## config.mk

```make
export PLATFORM = sky130hd
export DESIGN_NAME = bit_deserializer
export DESIGN_NICKNAME = d
export VERILOG_FILES = /design/src/rtl/cpu_pkg.sv /design/src/rtl/onehot_decoder.sv /design/src/rtl/bit_deserializer.sv
export SDC_FILE = /design/constraint.sdc
export NUM_CORES = 1
export LEC_CHECK = 0
export ABC_AREA = 1
export CAP_MARGIN = 40
export CORE_MARGIN = 4
export CORE_UTILIZATION = 40
export CTS_CLUSTER_DIAMETER = 40
export DETAILED_ROUTE_END_ITERATION = 16
export PLACE_DENSITY_LB_ADDON = 0.1
export SLEW_MARGIN = 10
export SYNTH_ARGS = -nofsm -noshare
export SYNTH_HDL_FRONTEND = slang
export SYNTH_HIERARCHICAL = 1
export SYNTH_SLANG_ARGS = --single-unit
```

## constraint.sdc

```tcl
create_clock -name clk -period 2.6 [get_ports clk]
set_clock_uncertainty 0.2 [all_clocks]
set_input_delay 0.52 -clock clk [delete_from_list [all_inputs] [get_ports clk]]
set_output_delay 0.52 -clock clk [all_outputs]
set_load 0.01 [all_outputs]
```

## src/rtl/cpu_pkg.sv

```systemverilog
// Shared datapath constants and types used by the serial receive path and the 32-bit core.
package cpu_pkg;

  localparam int WORD_W     = 32;
  localparam int WORD_IDX_W = 5;

  typedef logic [WORD_W-1:0] word_t;

  localparam bit LSB_FIRST_DEFAULT = 1'b1;

  // Word bit position that the k-th received bit lands in.
  function automatic logic [WORD_IDX_W-1:0] bit_pos(input logic [WORD_IDX_W-1:0] k,
                                                    input bit lsb_first);
    return lsb_first ? k : ~k;
  endfunction

endpackage

```

## src/rtl/onehot_decoder.sv

```systemverilog
// Recursive one-hot decoder: each level splits the enable on the top select bit,
// mirroring the 2->4->...->32 select tree of the serializer.
module onehot_decoder #(
  parameter int IDX_W = 5
) (
  input  logic [IDX_W-1:0]      sel,
  input  logic                  en,
  output logic [2**IDX_W-1:0]   dec
);

  generate
    if (IDX_W == 1) begin : g_leaf
      assign dec = {en & sel[0], en & ~sel[0]};
    end else begin : g_node
      localparam int HALF = 2**(IDX_W-1);
      logic w_en_lo;
      logic w_en_hi;

      assign w_en_lo = en & ~sel[IDX_W-1];
      assign w_en_hi = en &  sel[IDX_W-1];

      onehot_decoder #(.IDX_W(IDX_W-1)) u_lo (
        .sel (sel[IDX_W-2:0]),
        .en  (w_en_lo),
        .dec (dec[HALF-1:0])
      );

      onehot_decoder #(.IDX_W(IDX_W-1)) u_hi (
        .sel (sel[IDX_W-2:0]),
        .en  (w_en_hi),
        .dec (dec[2*HALF-1:HALF])
      );
    end
  endgenerate

endmodule

```

## src/rtl/bit_deserializer.sv

```systemverilog
// Serial-to-parallel receiver: one bit per valid/ready handshake is steered into the
// assembly register by a one-hot decoder; completed words sit in a registered output slot.
module bit_deserializer
  import cpu_pkg::*;
#(
  parameter int WIDTH     = WORD_W,
  parameter int IDX_W     = WORD_IDX_W,
  parameter bit LSB_FIRST = LSB_FIRST_DEFAULT
) (
  input  logic             clk,
  input  logic             reset_n,
  input  logic             bit_in,
  input  logic             bit_valid,
  output logic             bit_ready,
  input  logic             sync,
  output logic [WIDTH-1:0] word_out,
  output logic             word_valid,
  input  logic             word_ready,
  output logic [IDX_W-1:0] bit_idx
);

  localparam logic [IDX_W-1:0] LAST_IDX = IDX_W'(WIDTH-1);

  logic [IDX_W-1:0] r_idx;
  logic [WIDTH-1:0] r_asm;
  logic [WIDTH-1:0] r_word;
  logic             r_valid;

  logic [IDX_W-1:0] w_idx_eff;
  logic [IDX_W-1:0] w_sel;
  logic [WIDTH-1:0] w_dec;
  logic [WIDTH-1:0] w_asm_base;
  logic [WIDTH-1:0] w_asm_next;
  logic             w_accept;
  logic             w_complete;

  // Stall only when the final bit would need the output slot and that slot is still held.
  assign bit_ready = !((r_idx == LAST_IDX) && r_valid && !word_ready);
  assign w_accept  = bit_valid && bit_ready;

  // A sync restarts the frame this cycle, so an accompanying bit is position 0 of a new word.
  assign w_idx_eff  = sync ? '0 : r_idx;
  assign w_asm_base = sync ? '0 : r_asm;
  assign w_sel      = LSB_FIRST ? w_idx_eff : ~w_idx_eff;

  onehot_decoder #(.IDX_W(IDX_W)) u_dec (
    .sel (w_sel),
    .en  (w_accept),
    .dec (w_dec)
  );

  assign w_asm_next = (w_asm_base & ~w_dec) | (w_dec & {WIDTH{bit_in}});
  assign w_complete = w_accept && (w_idx_eff == LAST_IDX);

  always_ff @(posedge clk or negedge reset_n) begin
    if (!reset_n) begin
      r_idx   <= '0;
      r_asm   <= '0;
      r_word  <= '0;
      r_valid <= 1'b0;
    end else begin
      if (w_complete) begin
        r_idx  <= '0;
        r_asm  <= '0;
        r_word <= w_asm_next;
      end else if (w_accept) begin
        r_idx <= w_idx_eff + 1'b1;
        r_asm <= w_asm_next;
      end else if (sync) begin
        r_idx <= '0;
        r_asm <= '0;
      end

      if (w_complete) begin
        r_valid <= 1'b1;
      end else if (r_valid && word_ready) begin
        r_valid <= 1'b0;
      end
    end
  end

  assign word_out   = r_word;
  assign word_valid = r_valid;
  assign bit_idx    = r_idx;

endmodule
```

# [Word-level counts from Yosys, hierarchy flattened]
# Index checks and enable logic that the tools add are counted.
# Widths: inputs -> output; s select.
[totals] mem_count=0 rom_bits=0 latchBits=0 wordCells=94 output_inout_bits=39 register_bits=70 ramBits=0
[op_classes] n_mux=8 add_sub_neg=1 n_shift=0 n_bitwise=71 div_mod_pow=0 n_eq_ne=2 multipliers=0 n_reduce_logical=8 n_lt_le_gt_ge=0
[op_table] cell="$mux 32" count=3
[op_table] cell="$and 32x32->32" count=2
[op_table] cell="$and 1x1->1" count=62
[op_table] cell="$not 32->32" count=1
[op_table] cell="$or 32x32->32" count=1
[op_table] cell="$mux 5" count=3
[op_table] cell="$eq 5x5->1 const B" count=2
[op_table] cell="$add 5x1->5 const B" count=1
[op_table] cell="$logic_and 1x1->1" count=5
[op_table] cell="$not 1->1" count=5
[op_table] cell="$logic_not 1->1" count=2
[op_table] cell="$mux 1" count=2
[op_table] cell="$reduce_bool 2->1" count=1

# [Depth between registers and ports, before layout]
# Gate-level depths: netlist of the first run.
[depth] depth_word=15 mapped_depth=19 ltp_nobuf=18

# [Hierarchy]
# The synthesis of the first run kept the hierarchy.
[modules_own_cells] mod="bit_deserializer" n_inst=1 cells_each=402 area_per_inst_um2=3288.2
[modules_own_cells] mod="onehot_decoder" n_inst=31 cells_each=4 area_per_inst_um2=17.5

# [Least setup slack after synthesis of the first run]
# No wires, ideal clock.
[synth_timing] path_type="in2reg" startpoint="input port sync" endpoint="register r_word[23] (netlist: word_out[23])" n_path_buf=2 stages=13 path_slack_ns=-0.456 arrival_ns=2.792 path_cell_list="inv_2 > buf_4 > nand2_1 > inv_1 > ha_1 > inv_1 > nor3_1 > ha_1 > inv_2 > nor2_4 > buf_4 > nand2_1 > nand2_1"
[synth_via] word_cells_on_any_way=14
[synth_lines] item="start: declaration" line_no="bit_deserializer.sv:15" source="input logic sync,"
[synth_lines] item="$mux 5 *"
[synth_lines] item="named net w_idx_eff[0]" line_no="bit_deserializer.sv:29" source="logic [IDX_W-1:0] w_idx_eff;"
[synth_lines] item="$and 1x1->1" line_no="onehot_decoder.sv:13" source="assign dec = {en & sel[0], en & ~sel[0]};"
[synth_lines] item="$not 32->32" line_no="bit_deserializer.sv:52" source="assign w_asm_next = (w_asm_base & ~w_dec) | (w_dec & {WIDTH{bit_in}});"
[synth_lines] item="$and 32x32->32" line_no="bit_deserializer.sv:52"
[synth_lines] item="$or 32x32->32" line_no="bit_deserializer.sv:52"
[synth_lines] item="end signal: assignment" line_no="bit_deserializer.sv:65" source="r_word <= w_asm_next;"
[synth_lines] item="end: declaration" line_no="bit_deserializer.sv:26" source="logic [WIDTH-1:0] r_word;"
# Mark *: on every way through the listed nets, which the timed path passes. The rest lies on a longest branch.
# A chain may end at the register's enable or synchronous reset.

# [Worst setup path after layout of the first run]
[layout_timing] startpoint="input port sync" endpoint="register r_word[1] (netlist: word_out[1])"
# The elaborated chain is that of the path after synthesis.

==> out/metrics.cfg, run 1 <==
[clock_tree]
cts-root-to-sink-buffers=2
clk_transition_reported_paths_ns=0.08
cts_setup_buffers=0
tritoncts.num_buffers=9
clk_root_buffer_cell=clkbuf_8
tritoncts=yes
clkLatencyLatePin_ns=0.34
htree_levels=3
clock-sinks=70

[timing]
max_freq_mhz=417
slew_headroom=0.643
timing.final.setup_violations=0
fin_crit_ns=2.40
tightestPinTransition_ns=0.535
timing.setup.tns_ns=0
layout_worst_path_cycle_share=0.922
final_hold_viol_count=0
timing.final.max_slew_violations=0
finalHoldWorstSlack_ns=0.270

[placement]
dp_hpwl_mm=5.63
detailed_place.area_sq_mm=0.00454
place_congestion=0.763
numPlacedInstances=699
count_of_input_and_output_buffers=44

[die]
fp.dieArea_sq_mm=0.0112
die_height_um=106
io-pin-count=45
die_w_um=106
standard_cell_row_count=35
core_area_sq_mm=0.00928
start_util=0.413

[worst_setup_path]
cp-end-kind=flop
required_ns=2.68
path_class=in2reg
cp_data_arrival_time_ns=2.48
startpoint_type=input port
cp_max_fo=19

[logic_synthesis]
synth_top_area_share=0.457
yosys-top-cells-area=dfrtp_1 (46%), nand2_1 (20%), o21ai_0 (7.3%)
yosys_warnings=6
synth.largest_area_cell=dfrtp_1
synth_seq_area_share=0.457
syn-mean-instance-area_sq_um=7.28
synth_fp_nets=534
cell_variety_after_synth=21
synth_seq_cells=70
syn_area_sq_mm=0.00383
instance_count_of_the_mapped_netlist=526

[power]
swShare=0.259
power.internal_w=0.00163
pwr-share-seq=0.503
power.net_switching_w=0.000567
relative_contribution_of_the_clock_network_to_total_power=0.406
power_density_mw_per_mm2=460
leakagePower_nw=2.39
design_power_total_w=0.00219
vdd_ir_drop_max_uv=218
power.share.combinational=0.090

[worst_hold_path]
timing.hold.worst.class=reg2reg

[cells_and_area]
drive_above_1_share=0.159
layout_commonest_cell=nand2_1
layout_area_overhead_pct=24.5
nets=590
layout_common_cells=nand2_1 (208), dfrtp_1 (70), inv_1 (68)
final_design_area_no_fill_sq_mm=0.00477
antenna-diode-count=0
layout.cells.non_filler=715

[detailed_routing]
vias_per_cell=4.58
num_vias=3273
dr.first_iter.drc_count=151
drc=0
drtAntennaViolNets=0
wirelength_mm=8.68
routedWlPerCell_um=12.1
firstDrtPassIters=4

[global_routing]
grt_first_pass_wirelength_mm=15.5
grt_use_total=0.170
grt_antenna_before_repair=0
vias_in_the_first_global_route=3242
maximum_number_of_pins_on_one_net_before_global_route_repair=57
grt_overflow_total=0

[run]
maxCapViolCount=0

[run_status]
run_status=finished, final reports clean

-- registers in the layout (all words and copies together), names as in the netlist --
name,flops
word_valid,1
word_out,32
bit_idx,5
r_asm,32
-- final timing paths --
kind	start	endpoint	slack (ns)	cells past startpoint
setup / recovery	sync	word_out[1]	0.20	13
hold / removal	word_out[16]	word_out[16]	0.27	2
setup reg to reg	bit_idx[0]	r_asm[8]	0.39	17
hold reg to reg	word_out[16]	word_out[16]	0.27	2
max in group asynchronous	reset_n	r_asm[8]	1.11	3
min in group asynchronous	reset_n	r_asm[29]	0.46	2
-- power by group through the flow --
stage               sequential [W]  clock (W)  combinational [W]
floorplan                  0.00113          0           0.000110
global placement           0.00113          0           0.000198
detailed placement         0.00113          0           0.000200
CTS                        0.00110   0.000921           0.000202
global route               0.00111   0.000971           0.000223
finish                     0.00110   0.000892           0.000198
-- worst max-delay path, cell delays in order --
cell,delay [ns]
clkdlybuf4s50_1,0.50
inv_2,0.11
nand2_2,0.07
clkinvlp_4,0.11
ha_4,0.13
inv_1,0.05
nor3_2,0.17
ha_2,0.25
inv_4,0.09
nor2_4,0.15
buf_12,0.18
nand2_1,0.07
nand2_1,0.07
-- per-stage QoR --
step / util / worst slack (ns)
floorplan: - / 0.00335
global route: 0.514 / -0.00649
finish: 0.514 / 0.204
detailed placement: 0.489 / -0.140
CTS: 0.512 / 0.000499
global placement: 0.489 / -0.108
-- cell usage after synthesis (all sizes together) --
library cell	instances
clkbuf	7
nor3	1
nand3	34
nand2	214
ha	2
inv	73
nor2	40
dfrtp	70
buf	15
o21ai	68
a21oi	1
clkinv	1
-- layout make-up --
| cell class | count | area [sq um] |
|---|---|---|
| clock inverters | 5 | 58.8 |
| inverters | 74 | 284 |
| well taps | 129 | 161 |
| multi-input cells | 360 | 1680 |
| fillers | 957 | 4510 |
| clock buffers | 10 | 138 |
| repair buffers | 67 | 701 |
| flip-flops and latches | 70 | 1750 |
-- cell families (layout without fill, tap and decap cells) --
group                      count (synthesis)  after routing  synth area share
buffers and inverters                     96            156             0.117
and+or+nand+nor                          289            289             0.327
adders and majority gates                  2              2           0.00653
AOI/OAI and AO/OA                         69             69            0.0931
DFF                                       70             70             0.457
-- metal layers --
metal,part of all wire,vias up,track usage,wire (um)
met3,0.032,9,0.0294,275
met4,0.010,0,0.0481,88
met1,0.48,1499,0.231,4180
met2,0.48,50,0.280,4140
li1,-,1715,-,-
met5,0,-,0,0
-- repair_timing --
action	4_1_cts	5_1_grt
gates resized for setup	0	12
hold endpoints to repair	16	0
endpoints found under the setup margin	0	6
hold buffers	1	0
(Power assumes the default switching activity.)
==> run 2: changes to the inputs <==
--- a/config.mk
+++ b/config.mk
@@ -9,8 +9,10 @@
 export CAP_MARGIN = 40
 export CORE_MARGIN = 4
 export CORE_UTILIZATION = 40
+export CTS_BUF_LIST = sky130_fd_sc_hd__clkbuf_8 sky130_fd_sc_hd__clkbuf_16
 export CTS_CLUSTER_DIAMETER = 40
 export DETAILED_ROUTE_END_ITERATION = 16
+export MAX_ROUTING_LAYER = met4
 export PLACE_DENSITY_LB_ADDON = 0.1
 export SLEW_MARGIN = 10
 export SYNTH_ARGS = -nofsm -noshare
==> out/metrics.cfg, run 2 (synthesis results as in run 1) <==
[worst_setup_path]
cp_data_arrival_time_ns=2.48
required_ns=2.68
timing.critical_path.cells=clkdlybuf4s50_1, inv_2, nand2_2, clkinvlp_4, ha_4, inv_1, nor3_2, ha_2, inv_4, nor2_4, buf_12, nand2_1, nand2_1
cp_max_fo=19
critical-path-slowest-cell=clkdlybuf4s50_1
max_stage_delay_ns=0.50
critical_path.top_delay_family=buffers and inverters
startpoint_type=input port
critPathBufInv=6
path_common_cell=nand2_1
path_class=in2reg
cp-end-kind=flop

[clock_tree]
clock-sinks=70
clkLatencyLatePin_ns=0.34
clk_root_buffer_cell=clkbuf_8
tritoncts.num_buffers=9
htree_levels=3
clk_transition_reported_paths_ns=0.08
tritoncts=yes
cts-root-to-sink-buffers=2
cts_setup_buffers=0

[timing]
slew_headroom=0.639
final_critical_path_setup_slack_ns=0.202
max_freq_mhz=417
timing.final.max_slew_violations=0
fin_crit_ns=2.40
layout_worst_path_cycle_share=0.922
final_hold_viol_count=0
timing.final.setup_violations=0
grt_setup_unrepaired=yes
tightestPinTransition_ns=0.542
timing.setup.tns_ns=0

[cells_and_area]
layout_area_overhead_pct=24.5
layout_common_cells=nand2_1 (208), dfrtp_1 (70), inv_1 (68)
drive_above_1_share=0.159
antenna-diode-count=0
layout_commonest_cell=nand2_1
nets=590

[detailed_routing]
drc=0
num_vias=3291
vias_per_cell=4.60
routedWlPerCell_um=12.2
dr.first_iter.drc_count=156
wirelength_mm=8.70
firstDrtPassIters=4
drtAntennaViolNets=0

[worst_hold_path]
timing.hold.worst.class=reg2reg

[die]
fp.dieArea_sq_mm=0.0112
standard_cell_row_count=35
die_w_um=106
core_area_sq_mm=0.00928
die_height_um=106
start_util=0.413
io-pin-count=45

[global_routing]
vias_in_the_first_global_route=3239
grt_overflow_total=0
grt_use_total=0.174
grt_first_pass_wirelength_mm=15.5
maximum_number_of_pins_on_one_net_before_global_route_repair=57
grt_antenna_before_repair=0

[power]
vdd_ir_drop_max_uv=219
leakagePower_nw=2.39
power_density_mw_per_mm2=460

[run]
maxCapViolCount=0

[placement]
count_of_input_and_output_buffers=44
place_congestion=0.773
dp_hpwl_mm=5.63
dp_slack_ns=-0.140

[run_status]
run_status=finished, final reports clean

run 2: cell counts in the layout (fill, tap and decap cells not counted):
Identical to the previous run, type by type.
run 2: cell type report:
type,instances,area [sq um]
inverters,74,284
multi-input cells,360,1680
clock inverters,5,58.8
repair buffers,67,701
fillers,957,4510
flip-flops and latches,70,1750
well taps,129,161
clock buffers,10,138
run 2: repair_timing:
action                                 in CTS  in global routing
gates resized for setup                     0                 12
hold buffers                                1                  0
endpoints found under the hold margin      16                  0
setup endpoints to repair                   0                  6
run 2: path summary, 6_finish.rpt:
check                        startpoint      endpoint  slack [ns]  depth (start not counted)
max in group asynchronous       reset_n      r_asm[8]        1.11                          3
max reg2reg                  bit_idx[0]      r_asm[8]        0.41                         17
min reg2reg                word_out[16]  word_out[16]        0.27                          2
max                                sync   word_out[1]        0.20                         13
min                        word_out[16]  word_out[16]        0.27                          2
min in group asynchronous       reset_n     r_asm[29]        0.46                          2
run 2: per-stage QoR:
step | utilization | total power (W) | std cells | hold slack, ns | instance area, sq um
3_3_place_gp | 0.489 | 0.00132 | 699 | 0.253 | 4540
6_report | 0.514 | 0.00219 | 715 | 0.270 | 4770
5_1_grt | 0.514 | 0.00230 | 715 | 0.296 | 4770
4_1_cts | 0.512 | 0.00223 | 715 | 0.278 | 4750
3_5_place_dp | 0.489 | 0.00133 | 699 | 0.258 | 4540
2_1_floorplan | - | 0.00124 | 526 | 0.0244 | 3880
run 2: routing by layer:
layer / vias up / track usage / wire (um)
li1: 1712 / - / -
met1: 1520 / 0.231 / 4270
met2: 47 / 0.279 / 4100
met3: 12 / 0.0239 / 221
met4: 0 / 0.0537 / 103
met5: - / - / 0
run 2: worst reg2reg max path, cell delays in order, from the launching register on:
cell	delay, ns
dfrtp_1	0.42
nand2_2	0.14
nor2_4	0.06
a21oi_4	0.15
inv_1	0.07
nor2_2	0.09
nand2_1	0.07
inv_1	0.07
inv_1	0.05
nor2_2	0.09
inv_1	0.06
nor2_2	0.10
inv_1	0.06
nor2_2	0.12
nand2_1	0.09
o21ai_2	0.09
nand3_1	0.08
o21ai_0	0.11
run 2: where the power goes:
group | internal, W | switching [W] | total [W]
Sequential | 0.00110 | 0.00000662 | 0.00110
Clock | 0.000466 | 0.000424 | 0.000890
Combinational | 0.0000635 | 0.000135 | 0.000198
==> run 3: changes to the inputs <==
--- a/config.mk
+++ b/config.mk
@@ -9,7 +9,6 @@
 export CAP_MARGIN = 40
 export CORE_MARGIN = 4
 export CORE_UTILIZATION = 40
-export CTS_BUF_LIST = sky130_fd_sc_hd__clkbuf_8 sky130_fd_sc_hd__clkbuf_16
 export CTS_CLUSTER_DIAMETER = 40
 export DETAILED_ROUTE_END_ITERATION = 16
 export MAX_ROUTING_LAYER = met4
==> constraint.sdc (replaced) <==
create_clock -name clk -period 2.8 [get_ports clk]
set_clock_uncertainty 0.2 [all_clocks]
set_input_delay 0.56 -clock clk [delete_from_list [all_inputs] [get_ports clk]]
set_output_delay 0.56 -clock clk [all_outputs]
set_load 0.01 [all_outputs]
==> out/metrics.cfg, run 3 (synthesis results as in run 1) <==
[run_status]
run_status=finished, violations left
violations=hold timing

[cells_and_area]
layout_common_cells=nand2_1 (209), dfrtp_1 (70), inv_1 (69)
layout_area_overhead_pct=20.5
nets=588
nFillCells=940
final_design_area_no_fill_sq_mm=0.00462
drive_above_1_share=0.140
antenna-diode-count=0
layout_commonest_cell=nand2_1
utilization=0.497

[detailed_routing]
drtAntennaViolNets=0
routedWlPerCell_um=12.2
drc=0
vias_per_cell=4.65
wirelength_mm=8.69
dr.first_iter.drc_count=160
num_vias=3313
firstDrtPassIters=4

[worst_setup_path]
max_stage_delay_ns=0.55
required_ns=2.04
path_class=in2out
timing.critical_path.cells=clkdlybuf4s50_1, inv_1, nand2_2, nor2_4, nand2_2, clkdlybuf4s50_1
reg2reg_depth=17
regToRegStartpoint=bit_idx[3]
cp_data_arrival_time_ns=1.83
critPathBufInv=3
rrSetupSlack_ns=0.63
startpoint_type=input port
critical_path.top_delay_family=buffers and inverters
cp_max_fo=3
reg2reg_end=r_asm[3]
critical-path-slowest-cell=clkdlybuf4s50_1
cp-end-kind=output port

[global_routing]
global_route.usage.met2=0.289
grt_first_pass_wirelength_mm=15.5
grt_use_total=0.174
grt_antenna_before_repair=0
top_usage_layer=met2
vias_in_the_first_global_route=3401
grt_util_met1=0.215
grt_overflow_total=0
maximum_number_of_pins_on_one_net_before_global_route_repair=57
use_met3=0.0355

[timing]
timing.setup.tns_ns=0
timing.final.setup_violations=0
max_freq_mhz=386
final_critical_path_setup_slack_ns=0.210
fin_crit_ns=2.59
tightestPinTransition_ns=0.543
layout_worst_path_cycle_share=0.925
finalHoldWorstSlack_ns=-0.0215
timing.final.max_slew_violations=0
grt_setup_unrepaired=no
final_hold_viol_count=3
slew_headroom=0.638

[clock_tree]
tritoncts.num_buffers=9
htree_levels=3
clk_transition_reported_paths_ns=0.08
cts_setup_buffers=0
cts-root-to-sink-buffers=2
ctsResizeCount=0
post_cts_hold_buffer_count=0
clock-sinks=70
clk_root_buffer_cell=clkbuf_8
clkLatencyLatePin_ns=0.35
tritoncts=yes

[worst_hold_path]
timing.hold.worst.class=in2async

[die]
io-pin-count=45
fp.dieArea_sq_mm=0.0112
standard_cell_row_count=35
die_w_um=106
die_height_um=106
core_area_sq_mm=0.00928
start_util=0.413

[placement]
place_congestion=0.753
detailed_place.area_sq_mm=0.00446
dp_hpwl_mm=5.62
count_of_input_and_output_buffers=44
dp_slack_ns=-0.0716

[power]
leakagePower_nw=2.34
swShare=0.269
power.internal_w=0.00139
power_density_mw_per_mm2=411
power.net_switching_w=0.000512
relative_contribution_of_the_clock_network_to_total_power=0.365
power.share.combinational=0.095
vdd_ir_drop_max_uv=243
pwr-share-seq=0.540

[run]
maxCapViolCount=0

run 3: changes by cell type in the layout (fill, tap and decap cells not counted), moves of 3 or more:
cell      before  now
buf_12         7    2
buf_4         15   19
clkinv_2       1    4
o21ai_0       51   56
o21ai_2        4    0
run 3: how the worst max path moves through the flow:
stage / start / endpoint / slack (ns) / cells past startpoint
6_report: word_ready / bit_ready / 0.21 / 6
5_1_grt: sync / r_asm[9] / 0.10 / 12
4_1_cts: word_ready / bit_ready / 0.20 / 6
3_5_place_dp: sync / word_out[20] / -0.07 / 13
3_3_place_gp: sync / bit_idx[4] / -0.02 / 12
2_1_floorplan: sync / r_asm[10] / -0.09 / 12
run 3: worst register-to-register path: stages, from the launching register on:
cell	delay (ns)
dfrtp_1	0.41
nand2_1	0.12
nor2_4	0.05
a21oi_4	0.18
inv_1	0.07
nor2_2	0.09
inv_1	0.05
nor2_2	0.10
inv_1	0.06
nor2_2	0.09
nand2_1	0.06
inv_1	0.07
nand2_1	0.05
inv_1	0.08
nand2_1	0.05
o21ai_0	0.12
nand3_1	0.12
o21ai_1	0.11
run 3: area by class of cell:
class | instances | area (sq um) | area share
inverter | 74 | 282 | 0.0610
clock inverter | 5 | 27.5 | 0.00596
clock buffer | 10 | 128 | 0.0276
tap | 129 | 161 | 0.0350
timing repair buffer | 65 | 618 | 0.134
multi-input combinational | 360 | 1650 | 0.357
sequential | 70 | 1750 | 0.380
run 3: metrics by stage:
| stage | total power [W] | cells | hold WS [ns] |
|---|---|---|---|
| 3_3_place_gp | 0.00123 | 698 | 0.253 |
| 3_5_place_dp | 0.00123 | 698 | 0.257 |
| 5_1_grt | 0.00198 | 713 | 0.00914 |
| 6_report | 0.00190 | 713 | -0.0215 |
| 2_1_floorplan | 0.00115 | 526 | 0.0644 |
| 4_1_cts | 0.00193 | 713 | 0.00204 |
run 3: power by group through the flow:
stage	sequential, W	combinational (W)	clock, W
global route	0.00103	0.000203	0.000754
CTS	0.00103	0.000184	0.000718
global placement	0.00105	0.000182	0
detailed placement	0.00105	0.000183	0
finish	0.00103	0.000180	0.000693
floorplan	0.00105	0.000100	0
run 3: per-layer routing:
metal | wire, um | share of wire
met5 | 0 | 0
met4 | 103 | 0.012
met3 | 335 | 0.039
met2 | 4180 | 0.48
met1 | 4070 | 0.47
